### config.mk
export PLATFORM = sky130hd
export DESIGN_NAME = reg_if_rw_arb
export DESIGN_NICKNAME = d
export VERILOG_FILES = /design/src/rtl/reg_if_rw_arb.sv
export SDC_FILE = /design/constraint.sdc
export NUM_CORES = 1
export LEC_CHECK = 0
export ABC_AREA = 1
export CORE_MARGIN = 2
export CORE_UTILIZATION = 35
export DETAILED_ROUTE_END_ITERATION = 6
export PLACE_DENSITY_LB_ADDON = 0.15
export SLEW_MARGIN = 20
export SYNTH_ARGS = -nofsm -noshare
export SYNTH_HDL_FRONTEND = slang
export SYNTH_SLANG_ARGS = --single-unit
### constraint.sdc
create_clock -name clk -period 2.3 [get_ports clk]
set_clock_uncertainty 0.2 [all_clocks]
set_input_delay 0.23 -clock clk [delete_from_list [all_inputs] [get_ports clk]]
set_output_delay 0.23 -clock clk [all_outputs]
set_load 0.02 [all_outputs]
### src/rtl/reg_if_rw_arb.sv
// Single-port arbiter merging split write/read register channels onto one bus.
// Define REG_IF_ARB_WR_PRIORITY_EN for fixed write priority on ties (default: round-robin).
module reg_if_rw_arb #(
    parameter int DATA_WIDTH = 32,
    parameter int ADDR_WIDTH = 32,
    parameter int STRB_WIDTH = DATA_WIDTH / 8,
    parameter int TIMEOUT    = 16
) (
    input  logic                  clk,
    input  logic                  rst,
    input  logic [ADDR_WIDTH-1:0] s_reg_wr_addr,
    input  logic [DATA_WIDTH-1:0] s_reg_wr_data,
    input  logic [STRB_WIDTH-1:0] s_reg_wr_strb,
    input  logic                  s_reg_wr_en,
    output logic                  s_reg_wr_wait,
    output logic                  s_reg_wr_ack,
    input  logic [ADDR_WIDTH-1:0] s_reg_rd_addr,
    input  logic                  s_reg_rd_en,
    output logic [DATA_WIDTH-1:0] s_reg_rd_data,
    output logic                  s_reg_rd_wait,
    output logic                  s_reg_rd_ack,
    output logic [ADDR_WIDTH-1:0] m_reg_addr,
    output logic [DATA_WIDTH-1:0] m_reg_wr_data,
    output logic [STRB_WIDTH-1:0] m_reg_wr_strb,
    output logic                  m_reg_wr_en,
    output logic                  m_reg_rd_en,
    input  logic [DATA_WIDTH-1:0] m_reg_rd_data,
    input  logic                  m_reg_wait,
    input  logic                  m_reg_ack,
    output logic                  timeout_err
);

    localparam int CW = (TIMEOUT > 0) ? $clog2(TIMEOUT + 1) : 1;
    localparam logic [CW-1:0] RELOAD = (TIMEOUT > 0) ? CW'(TIMEOUT - 1) : '0;

    typedef enum logic [1:0] {IDLE, WR, RD, RESP} state_t;

    state_t        state;
    logic [CW-1:0] cnt;
    logic          resp_rd;
    logic          pick_rd;
    logic          expire;

`ifndef REG_IF_ARB_WR_PRIORITY_EN
    logic last_rd;
`endif

    always_comb begin
        pick_rd = 1'b0;
        if (s_reg_rd_en && !s_reg_wr_en) begin
            pick_rd = 1'b1;
        end else if (s_reg_rd_en && s_reg_wr_en) begin
`ifdef REG_IF_ARB_WR_PRIORITY_EN
            pick_rd = 1'b0;
`else
            pick_rd = !last_rd;
`endif
        end
    end

    assign expire = (TIMEOUT > 0) && (cnt == '0);

    // A pending but blocked requester is told to wait so its own timer holds off.
    always_comb begin
        s_reg_wr_wait = 1'b0;
        s_reg_rd_wait = 1'b0;
        unique case (state)
            WR: begin
                s_reg_wr_wait = m_reg_wait;
                s_reg_rd_wait = s_reg_rd_en;
            end
            RD: begin
                s_reg_rd_wait = m_reg_wait;
                s_reg_wr_wait = s_reg_wr_en;
            end
            RESP: begin
                s_reg_wr_wait = s_reg_wr_en && resp_rd;
                s_reg_rd_wait = s_reg_rd_en && !resp_rd;
            end
            default: ;
        endcase
    end

    always_ff @(posedge clk) begin
        if (rst) begin
            state         <= IDLE;
            cnt           <= '0;
            resp_rd       <= 1'b0;
            m_reg_addr    <= '0;
            m_reg_wr_data <= '0;
            m_reg_wr_strb <= '0;
            m_reg_wr_en   <= 1'b0;
            m_reg_rd_en   <= 1'b0;
            s_reg_rd_data <= '0;
            s_reg_wr_ack  <= 1'b0;
            s_reg_rd_ack  <= 1'b0;
            timeout_err   <= 1'b0;
`ifndef REG_IF_ARB_WR_PRIORITY_EN
            last_rd       <= 1'b1;
`endif
        end else begin
            s_reg_wr_ack <= 1'b0;
            s_reg_rd_ack <= 1'b0;
            timeout_err  <= 1'b0;
            unique case (state)
                IDLE: begin
                    if (s_reg_wr_en || s_reg_rd_en) begin
                        cnt           <= RELOAD;
                        resp_rd       <= pick_rd;
                        m_reg_addr    <= pick_rd ? s_reg_rd_addr : s_reg_wr_addr;
                        m_reg_wr_data <= pick_rd ? '0 : s_reg_wr_data;
                        m_reg_wr_strb <= pick_rd ? '0 : s_reg_wr_strb;
                        m_reg_wr_en   <= !pick_rd;
                        m_reg_rd_en   <= pick_rd;
                        state         <= pick_rd ? RD : WR;
`ifndef REG_IF_ARB_WR_PRIORITY_EN
                        if (s_reg_wr_en && s_reg_rd_en) begin
                            last_rd <= pick_rd;
                        end
`endif
                    end
                end
                WR, RD: begin
                    // Ack beats expiry; wait beats expiry by reloading first.
                    if (m_reg_ack || (!m_reg_wait && expire)) begin
                        m_reg_wr_en <= 1'b0;
                        m_reg_rd_en <= 1'b0;
                        timeout_err <= !m_reg_ack;
                        state       <= RESP;
                        if (state == RD) begin
                            s_reg_rd_ack  <= 1'b1;
                            s_reg_rd_data <= m_reg_ack ? m_reg_rd_data : '0;
                        end else begin
                            s_reg_wr_ack <= 1'b1;
                        end
                    end else if (m_reg_wait) begin
                        cnt <= RELOAD;
                    end else begin
                        cnt <= cnt - 1'b1;
                    end
                end
                RESP: begin
                    state <= IDLE;
                end
                default: begin
                    state <= IDLE;
                end
            endcase
        end
    end

endmodule

### Word level (Yosys, flattened, before mapping)

Index checks and enable logic that the tools add are counted.

* register bits: 114

* muxes and demuxes: 23
* bitwise gates (word level): 2
* equal/unequal tests: 6
* add/subtract/negate cells: 1
* reduce and logical (&&, ||, !) cells: 24

Operators by type and width (count)
* $mux W32: 3
* $mux W5: 3
* $reduce_and A3 Y1: 4
* $pmux W5 S2: 1
* $mux W1: 7
* $logic_not A1 Y1: 6
* $mux W2: 3
* $ne A2 B2 Y1 const B: 3
* $pmux W1 S3: 2
* $pmux W2 S3: 1
* $logic_and A1 B1 Y1: 5
* $logic_not A5 Y1: 1
* $sub A5 B1 Y5 const B: 1
* $eq A2 B2 Y1 const B: 2
* $mux W4: 1
* $pmux W1 S2: 2
* $reduce_and A2 Y1: 2
* $reduce_or A3 Y1: 1
* $eq A2 B1 Y1 const B: 1
* $logic_not A2 Y1: 1
* $logic_or A1 B1 Y1: 2
* $not A1 Y1: 2
* $reduce_bool A2 Y1: 1
* $reduce_or A2 Y1: 1

### Depth between registers and ports, before layout

* depth after elaboration: 6
* gate-level depth with buffers: 10

### Worst setup path before layout

No wires, ideal clock.

* kind: reg-to-reg
* start point: register state[0]
* end point: register cnt[2]
* buffers on the path: 1
* required time: 1.986 ns
* setup time: 0.114 ns
* slack: 0.519 ns
* cell stages (with the launch flop): 11
* arrival time: 1.467 ns
* cells stage by stage: dfxtp_1 > inv_1 > ha_1 > buf_2 > inv_2 > nor2_1 > inv_2 > a21oi_1 > o21ai_0 > nor2_1 > nor2_1

* cells in the longest elaborated chain, start to end: 4

RTL lines
* from (decl): line 38 `state_t state;`
* from (signal assigned): line 115 `state <= pick_rd ? RD : WR;`
* $eq A2 B2 Y1 / $eq A2 B1 Y1 (equally long branches): line 105 `unique case (state)`
* $reduce_or A2 Y1: line 105
* $ne A2 B2 Y1 (no source line) / $reduce_bool A2 Y1 (equally long branches)
* $reduce_and A3 Y1 (no source line)
* to (signal assigned): line 139 `cnt <= cnt - 1'b1;`
* to (decl): line 39 `logic [CW-1:0] cnt;`

Parallel ways exist; a longest one is shown, timed or not.
A chain may end at the register's enable or synchronous reset.

### Worst setup path in the final report

* start point: register state[0]
* end point: output s_reg_wr_wait

* cells in the longest elaborated chain, start to end: 2

RTL lines
* $eq A2 B2 Y1 / $eq A2 B1 Y1 (equally long branches): line 67 `unique case (state)`
* $pmux W1 S3 (*): line 67
* to (decl): line 15 `output logic s_reg_wr_wait,`

Mark *: on every way between the ends. The rest lies on a longest branch, timed or not.

==> impl_results.md <==
* Capturing element type of the critical path: output pin
* CTS Buf Count at 17
* Synth area leader: dfxtp_1
* Unrepaired setup endpoints after global routing: false
* Clock-pin slew reported for the worst setup and hold paths after clock tree synthesis at approximately 0.050 ns
* Pin count of the biggest net entering global routing at 103
* Count of endpoints failing setup in the final report at 0
* Fraction of the cycle the final worst path needs at 92.9%
* Worst min-delay path category: in -> reg
* Core Rows at 43
* Critical path's most frequent cell: inv_1
* Number of vias in the routed layout at 5,295
* Hold buffers post-CTS at 0
* Worst setup path category: reg -> out
* Delay of the slowest cell on the worst path at around 0.33 ns
* Endpoint required time on the critical path at ~1.9 ns
* ANT nets after route at 0
* Area Overhead vs Synth at 63.9%
* Aggregate negative setup slack at 0 ns
* H-tree level count at 4
* Top fanout value on the critical path at 4
* Number of antenna violations at the first check in global routing at 0
* Switching Fraction at 36.5%
* Cells taking the most area after synthesis: dfxtp_1 (47%), nand2_1 (16%), a21oi_1 (6.1%)
* Combinational fraction of design power at 39.9%
* Aggregate routed wire length at 15,400 µm
* EDFF count, synth at 0
* Status: complete, no violations
* Hold Path Stages at 4
* Total Die Area at 14,900 µm²
* Post-layout total power at about 8500 µW
* Finished Layout Cells at 1,100
* Flops & latches, synth at ~110
* Max-cap violations at 0
* Area post-placement at approximately 7400 µm²
* Share of power burned in registers at roughly a third
* Arrival time reported for the critical path endpoint at around 1.7 ns
* Slowest cell on the critical path: dfxtp_2
* Top-area cell type share of the netlist area at 46.8%
* Internal portion of total power at 5430 µW
* Post-synth cell types at 24
* Power per cell area at around 1100 nW/µm²
* Die H at approximately 120 µm
* Depth of the worst register-to-register path at 9
* Number of violations reported at the end of detailed-routing iteration 0 at 271
* Max Fclk at 468 MHz
* Combined global-route utilization of all metal layers at 21.0%
* # port buffers at ~240
* Syn. warnings at 0
* Switching power total at 3120 µW
* Number of buffers on the longest clock path at 2
* Remaining routing DRC violations at 0
* Share of layout cells above drive strength 1 at 6.41%
* Worst slew pin tran at 0.630 ns
* Setup crit start kind: flop
* Antenna Cells at 0
* Max Slew Vio Count at 0
* Global route total overflow at 0
* Clock Root Buffer: clkbuf_16
* Portion of total power attributed to the clock network at 28.6%
* Gp weighted congestion at between 0.8 and 0.9
* Net count reported at finish at 1,051
* Ports at 245
* Core region area at around 14,000 µm²
* Count of final hold-check violations at 0
* Reg2Reg Setup Slack at 0.32 ns
* Final design instance area without fill at 7990 µm²
* Cell Area, Synth at between 4000 and 5000 µm²
* Clk_lat worst skew at 0.41 ns
* Portion of the post-synthesis area used by sequential elements at 46.8%
* Worst path cell trace: inv_1 > ha_1 > a21oi_1 > o21ai_0 > nand2_1 > inv_1 > dlygate4sd2_1
* Wire length of the first global-routing pass at roughly 25,000 µm
* Syn_nets at about 830
* Tightest slew margin relative to the limit at 58.0%
* Starting density of the core at between 30% and 40%
* Chip width at between 100 and 150 µm
* Routed WL per cell at ~14 µm
* Number of standard cells after synthesis at 682
* Endpoint of the worst hold-timing path: state[0]
* Leakage component of the power at around 0.0033 µW
* HPWL after detailed placement at approximately 11,000 µm
* Post-Route Utilization at 58.3%
* Final critical-path required period at 2.14 ns
* Fraction of synthesis flops using an asynchronous set or reset pin at 0%
* Detailed-route vias per instance at 4.81
* CTS tree: done
* # clock sinks at 114
* Synth Area per Inst at 7.15 µm²
* Cell total after placement at 1,068
* Most common flop cell mapped by yosys: dfxtp_1
* Number of search-and-repair iterations in the first detailed-routing pass at 6
* Vias in the first global route at 5,193
* Worst flop-to-flop path startpoint: state[1]
* Worst vdd rail ir drop at 0.000531 V
* Critical register-to-register path endpoint: cnt[2]
* Start point of the worst hold path: rst
## power by group through the flow
stage | combinational [µW] | clock (µW) | sequential (µW)
3_3_place_gp | 3370 | 0 | 2700
3_5_place_dp | 3430 | 0 | 2720
5_1_grt | 3760 | 2600 | 2750
2_1_floorplan | 1540 | 0 | 3170
6_report | 3410 | 2440 | 2690
4_1_cts | 3440 | 2500 | 2690
## timing repair
item	4_1_cts	5_1_grt
gates resized for setup	2	2
setup buffers	0	0
setup endpoints to repair	2	2
## worst max-delay path, delay by kind of cell, from the launching register on
kind	cells	cell delay [ns]
DFF	1	0.33
AOI/OAI and AO/OA	2	0.19
buffers and inverters	3	0.51
adders and majority gates	1	0.20
and+or+nand+nor	1	0.07
## logic make-up after synthesis
logic type	after synthesis	synth area share, %
compound gates	135	14.9
fa+ha+maj	6	1.54
buf+inv	103	9.03
flops	114	46.8
simple gates	324	27.8
## layout by cell type, fill, tap and decap left out, types with 2 or more instances in the layout
cell,instances
nor2_1,42
dlygate4sd2_1,2
clkbuf_1,2
nand2_2,2
o21ai_0,30
a21oi_1,59
clkinv_2,6
buf_12,3
dfxtp_2,2
buf_4,11
ha_1,6
clkbuf_8,3
nand4_1,18
nand3_1,50
clkbuf_16,17
clkdlybuf4s50_1,241
o21ai_2,2
nand2_1,207
inv_2,5
a31oi_1,32
nor3_1,2
o21ai_1,11
inv_1,46
clkinvlp_4,2
dfxtp_1,112
## final cells by class
type | instances | area [µm²]
tap | 180 | 225
timing repair buffer | 258 | 2580
fill | 1276 | 5730
inverter | 51 | 191
multi-input combinational | 465 | 2160
sequential | 114 | 2280
clock buffer | 22 | 474
clock inverter | 10 | 83.8
## flip-flops by register name (all words and copies together) (netlist names)
register / flops
m_reg_rd_en: 1
state: 2
m_reg_addr: 32
last_rd: 1
timeout_err: 1
m_reg_wr_strb: 4
s_reg_rd_ack: 1
resp_rd: 1
m_reg_wr_data: 32
cnt: 5
s_reg_rd_data: 32
s_reg_wr_ack: 1
m_reg_wr_en: 1
## Yosys cell counts (6+ instances only)
master      n
a21oi_1    59
a31oi_1    32
buf_2      25
clkbuf_1   20
dfxtp_1   114
ha_1        6
inv_1      46
nand2_1   208
nand3_1    50
nand4_1    18
nor2_1     42
o21ai_0    30
o21ai_1    11
## per-layer routing
| metal | track usage [%] | up-vias | wire, µm |
|---|---|---|---|
| met2 | 35.8 | 186 | 7550 |
| met1 | 23.2 | 2410 | 6080 |
| met5 | 0 | - | 0 |
| li1 | - | 2674 | - |
| met3 | 8.33 | 25 | 1420 |
| met4 | 8.62 | 0 | 331 |
## through the flow
step	hold slack, ns	setup slack [ns]
3_5_place_dp	0.254	0.132
6_report	0.0508	0.163
5_1_grt	0.0831	0.00557
4_1_cts	0.0605	0.0953
2_1_floorplan	0.175	0.519
3_3_place_gp	0.252	0.127
## worst max path at each step
stage	start	endpoint	slack, ns	cells after the start
CTS	state[0]	s_reg_wr_wait	0.1	7
floorplan	state[0]	cnt[2]	0.52	10
global route	state[1]	s_reg_rd_wait	0.006	7
detailed placement	s_reg_wr_en	s_reg_wr_wait	0.13	6
finish	state[0]	s_reg_wr_wait	0.16	7
global placement	s_reg_wr_en	s_reg_wr_wait	0.13	6
(Power assumes the default switching activity.)
